**src/rtl/uart_echo_responder.sv**
```systemverilog
// uart_echo_responder: buffers bytes received by a Uart8 core in a small FIFO
// and echoes them back through the Uart8 transmitter, one at a time.
// Bytes with frame errors can be dropped. Bytes that arrive when the FIFO is
// full are dropped. An echo is abandoned if the transmitter never starts.
module uart_echo_responder #(
  parameter int FIFO_DEPTH    = 4,
  parameter int START_TIMEOUT = 4096,
  parameter bit DROP_ERR      = 1'b1
) (
  input  logic       clk,
  input  logic       rstN,
  input  logic       en,
  input  logic       rxDone,
  input  logic       rxErr,
  input  logic [7:0] rxByte,
  input  logic       txBusy,
  output logic       txStart,
  output logic [7:0] txByte,
  output logic [7:0] rxCount,
  output logic [7:0] dropCount,
  output logic [4:0] fifoLevel,
  output logic       timeoutErr
);

  localparam int            AW      = (FIFO_DEPTH > 1) ? $clog2(FIFO_DEPTH) : 1;
  localparam int            TW      = $clog2(START_TIMEOUT + 1);
  localparam logic [4:0]    DEPTH_L = 5'(FIFO_DEPTH);
  localparam logic [TW-1:0] TO_LAST = TW'(START_TIMEOUT - 1);

  typedef enum logic [1:0] {IDLE, START, WAIT} state_t;

  state_t          r_state;
  state_t          w_next_state;
  logic            r_rx_done_q;
  logic [7:0]      r_mem [FIFO_DEPTH];
  logic [AW-1:0]   r_wr_ptr;
  logic [AW-1:0]   r_rd_ptr;
  logic [4:0]      r_level;
  logic [7:0]      r_rx_count;
  logic [7:0]      r_drop_count;
  logic [TW-1:0]   r_to_cnt;
  logic [7:0]      r_tx_byte;
  logic            r_timeout;

  logic            w_rx_edge;
  logic            w_err_drop;
  logic            w_cap_ok;
  logic            w_push;
  logic            w_overflow;
  logic            w_pop;
  logic            w_timeout;
  logic [1:0]      w_drop_inc;
  logic [8:0]      w_drop_sum;

  // A new frame is seen only on the rising edge of rxDone. A level-high
  // rxDone does not capture again.
  assign w_rx_edge  = en & rxDone & ~r_rx_done_q;
  assign w_err_drop = w_rx_edge & rxErr & DROP_ERR;
  assign w_cap_ok   = w_rx_edge & ~w_err_drop;
  // A pop in the same cycle frees the head slot, so a full FIFO can still accept.
  assign w_push     = w_cap_ok & ((r_level != DEPTH_L) | w_pop);
  assign w_overflow = w_cap_ok & ~w_push;

  // A lost frame and a timeout can land in the same cycle. Both are counted.
  assign w_drop_inc = {1'b0, w_err_drop | w_overflow} + {1'b0, w_timeout};
  assign w_drop_sum = {1'b0, r_drop_count} + {7'd0, w_drop_inc};

  assign txStart    = (r_state == START);
  assign txByte     = r_tx_byte;
  assign rxCount    = r_rx_count;
  assign dropCount  = r_drop_count;
  assign fifoLevel  = r_level;
  assign timeoutErr = r_timeout;

  // Transmit FSM: next state, pop request and timeout detection.
  always_comb begin
    // NOTE: every output of a combinational block gets a default first, or
    // the paths that skip an assignment infer a latch.
    w_next_state = r_state;
    w_pop        = 1'b0;
    w_timeout    = 1'b0;
    case (r_state)
      IDLE: begin
        if (en && (r_level != 5'd0) && !txBusy) begin
          w_next_state = START;
          w_pop        = 1'b1;
        end
      end
      START: begin
        if (txBusy) begin
          w_next_state = WAIT;
        end else if (r_to_cnt == TO_LAST) begin
          w_next_state = IDLE;
          w_timeout    = 1'b1;
        end
      end
      WAIT: begin
        if (!txBusy) w_next_state = IDLE;
      end
      default: w_next_state = IDLE;
    endcase
  end

  // FSM state, the START timeout counter and the timeout pulse.
  always_ff @(posedge clk) begin
    // NOTE: sequential state uses non-blocking assignments. All registers then
    // update together and there is no race on evaluation order.
    if (!rstN) begin
      r_state   <= IDLE;
      r_to_cnt  <= '0;
      r_timeout <= 1'b0;
    end else begin
      r_state   <= w_next_state;
      r_to_cnt  <= (r_state == START && w_next_state == START) ? r_to_cnt + 1'b1 : '0;
      r_timeout <= w_timeout;
    end
  end

  // rxDone edge register, FIFO pointers and level, and the outgoing byte.
  always_ff @(posedge clk) begin
    if (!rstN) begin
      r_rx_done_q <= 1'b0;
      r_wr_ptr    <= '0;
      r_rd_ptr    <= '0;
      r_level     <= 5'd0;
      r_tx_byte   <= 8'd0;
    end else begin
      r_rx_done_q <= rxDone;
      if (w_push) r_wr_ptr <= r_wr_ptr + 1'b1;
      if (w_pop) begin
        r_rd_ptr  <= r_rd_ptr + 1'b1;
        r_tx_byte <= r_mem[r_rd_ptr];
      end
      r_level <= r_level + {4'd0, w_push} - {4'd0, w_pop};
    end
  end

  // FIFO storage.
  always_ff @(posedge clk) begin
    // NOTE: the storage array has no reset. Reset empties the FIFO by clearing
    // the pointers and level, so any stale data is never read.
    if (w_push) r_mem[r_wr_ptr] <= rxByte;
  end

  // Statistics: accepted frames wrap at 255; lost frames saturate at 255.
  always_ff @(posedge clk) begin
    if (!rstN) begin
      r_rx_count   <= 8'd0;
      r_drop_count <= 8'd0;
    end else begin
      if (w_push) r_rx_count <= r_rx_count + 8'd1;
      r_drop_count <= w_drop_sum[8] ? 8'hFF : w_drop_sum[7:0];
    end
  end

endmodule
```
**config.mk**
```make
export PLATFORM = sky130hd
export DESIGN_NAME = uart_echo_responder
export DESIGN_NICKNAME = d
export VERILOG_FILES = /design/src/rtl/uart_echo_responder.sv
export SDC_FILE = /design/constraint.sdc
export NUM_CORES = 1
export LEC_CHECK = 0
export CAP_MARGIN = 20
export CORE_ASPECT_RATIO = 1.4
export CORE_MARGIN = 4
export CORE_UTILIZATION = 55
export DETAILED_ROUTE_END_ITERATION = 10
export GPL_TIMING_DRIVEN = 1
export PLACE_DENSITY = 0.84
export SLEW_MARGIN = 20
export SYNTH_ARGS = -nofsm -noshare
export SYNTH_HDL_FRONTEND = slang
export SYNTH_SLANG_ARGS = --single-unit
```
**constraint.sdc**
```tcl
create_clock -name clk -period 4.2 [get_ports clk]
set_input_delay 0.42 -clock clk [delete_from_list [all_inputs] [get_ports clk]]
set_output_delay 0.42 -clock clk [all_outputs]
set_load 0.01 [all_outputs]
```
==> qor.yml <==
vias: 2281
synth.area.top_cells: "dfxtp_1 (29%), edfxtp_1 (28%), mux4_2 (5.2%)"
core_sq_mm: 0.00617
drtIter0Drc: 132
routed_wirelength_um: 6230
htreeDepth: 3
worst_pin_slew_ps: 828
synth_top_area_share_pct: 28.9
grt.total_usage_pct: 18.4
finalCriticalPeriod_ps: 3370
diodes: 0
cts_buffers: 9
cts_root_buf: "clkbuf_8"
synth_ff_type: "dfxtp_1"
finalCritPeriodShare_pct: 80.2
synth_edf_count: 32
dp.final_hpwl_um: 4500
hold_path_class: "reg -> reg"
clk_latency_ps: 360
ios: 45
ant_nets: 0
fmax_mhz: 297
via_per_inst: 5.46
syn_inst: 293
grt_pass1_wl_um: 10400
synth_area_leader_cell: "dfxtp_1"
die_h_um: 102
drc: 0
grt_pass1_vias: 2300
fin_nets: 370
report.final.slew_viol_count: 0
grt_max_degree: 25
grt-ovfl-total: 0
cp_max_fo: 11
syn2layout_area_growth_pct: 20.8
yosysMostFrequentCell: "dfxtp_1"
holdWs_ps: 447
fin_area_sq_mm: 0.00419
postCtsHoldBufs: 0
clock-sinks: 82
yosys-top-cells-count: "dfxtp_1 (50), edfxtp_1 (32), nor2_1 (31), nand2_1 (20), mux2i_1 (16)"
antenna_found_initial: 0
arrival_ps: 3580
nFillCells: 433
io_buffer_count: 44
seq_area_frac_synth_pct: 56.6
synthesis.area_sq_mm: 0.00347
cap_viol_max_count: 0
post_dp_cell_area_sq_mm: 0.00397
rsz0062_at_grt: "no"
synth_nets: 322
cts_tree: "built"
wl_per_cell_um: 14.9
crit_required_ps: 4410
power_density_mw_per_mm2: 449
leakagePower_nw: 1.46
routabilityCongestion: 0.764
dr.pass1.iters: 4
crit_type: "in -> reg"
ys_async_sr_fraction_pct: 0
p_total_mw: 1.88
yosys_warnings: 0
hold_viol: 0
ys_types: 41
cts.path.max_buffers: 2
startpoint_type: "primary input"
dieWidth_um: 75.1
post-cts-setup-buffer-count: 0
die_area_sq_mm: 0.00766
row_count: 34
drive_gt1_share_pct: 8.67
status: "finished, final reports clean"
syn_area_per_cell_sq_um: 11.8
start_util_pct: 56.2
tns_ps: 0
maxSlewHeadroom_pct: 44.7
cp-end-kind: "flip-flop"
finalClockSkew_ps: 13.8
vdd_drop_max_uv: 298
ys_ff_latch: 82
cts_resized: 0
clk_pin_slew_ps: 80
finalSetupViolCount: 0
## final timing paths
kind / from / end / slack, ps / cells past startpoint
worst max-delay path: txBusy / fifoLevel[4]$_SDFF_PN0_ / 830 / 14
worst min-delay path: r_to_cnt[12]$_SDFF_PN0_ / r_to_cnt[12]$_SDFF_PN0_ / 450 / 2
worst max register to register: r_state[0]$_SDFF_PN0_ / fifoLevel[4]$_SDFF_PN0_ / 1040 / 13
worst min register to register: r_to_cnt[12]$_SDFF_PN0_ / r_to_cnt[12]$_SDFF_PN0_ / 450 / 2
## metal layers
metal | part of all wire (%) | GRT usage (%) | up-vias
li1 | - | - | 1127
met2 | 53 | 31.8 | 36
met5 | 0 | 0 | -
met1 | 40 | 20.7 | 1105
met3 | 3.6 | 4.23 | 13
met4 | 2.5 | 9.73 | 0
## registers in the layout, indices dropped and copies added, names as in the netlist
register     count
dropCount        8
r_rx_done_q      1
r_wr_ptr         2
txByte           8
r_state          2
r_mem           32
r_to_cnt        13
timeoutErr       1
fifoLevel        5
r_rd_ptr         2
rxCount          8
## cells by family after synthesis
logic type | after synthesis | share of synthesized area, %
AOI/OAI and AO/OA | 22 | 4.11
muxes | 24 | 9.81
buffers and inverters | 23 | 2.74
DFF | 82 | 56.6
adders and majority gates | 15 | 5.84
and+or+nand+nor | 108 | 16.1
xor gates and xnor gates | 19 | 4.80
## cell type report
class	count	area (sq um)	share of cell area, %
flip-flops and latches	82	1960	46.8
multi-input cells	188	1410	33.7
repair buffers	46	455	10.9
clock buffers	10	128	3.05
clock inverters	6	91.3	2.18
well taps	72	90.1	2.15
inverters	14	52.6	1.25
## placed cells by master, fill, tap and decap left out, types with 3 or more instances in the layout
cell type / n
dfxtp_1: 50
clkdlybuf4s50_1: 44
edfxtp_1: 32
nor2_1: 31
nand2_1: 20
mux2i_1: 16
inv_1: 14
ha_1: 13
nand3_1: 12
xor2_1: 11
a21oi_1: 10
clkbuf_8: 9
and2_1: 8
xnor2_1: 8
mux4_2: 8
nand2b_1: 6
and3_1: 4
nand4_1: 4
nor3_1: 3
and4_1: 3
or4_1: 3
clkinvlp_4: 3
## power breakdown
part	total (mW)	leakage [nW]	switching (mW)	internal, mW
Sequential	0.913	0.694	0.0457	0.867
Combinational	0.357	0.670	0.164	0.193
Clock	0.611	0.0987	0.276	0.335
## through the flow
step	instances	utilization, %	worst slack (ps)
after floorplan	293	-	895
after global placement	402	64.4	616
after detailed placement	402	64.4	481
after CTS	418	67.9	851
after global routing	418	67.9	668
final	418	67.9	830
## worst max-delay path: stages
cell	delay [ps]
clkdlybuf4s50_1	460
or4b_4	570
o211a_1	340
nor3_2	180
inv_1	80
ha_1	290
inv_1	60
ha_1	150
inv_1	50
fa_1	400
nand2b_1	160
a21oi_1	180
o21ai_0	90
nor3b_1	140
(Power assumes the default switching activity.)
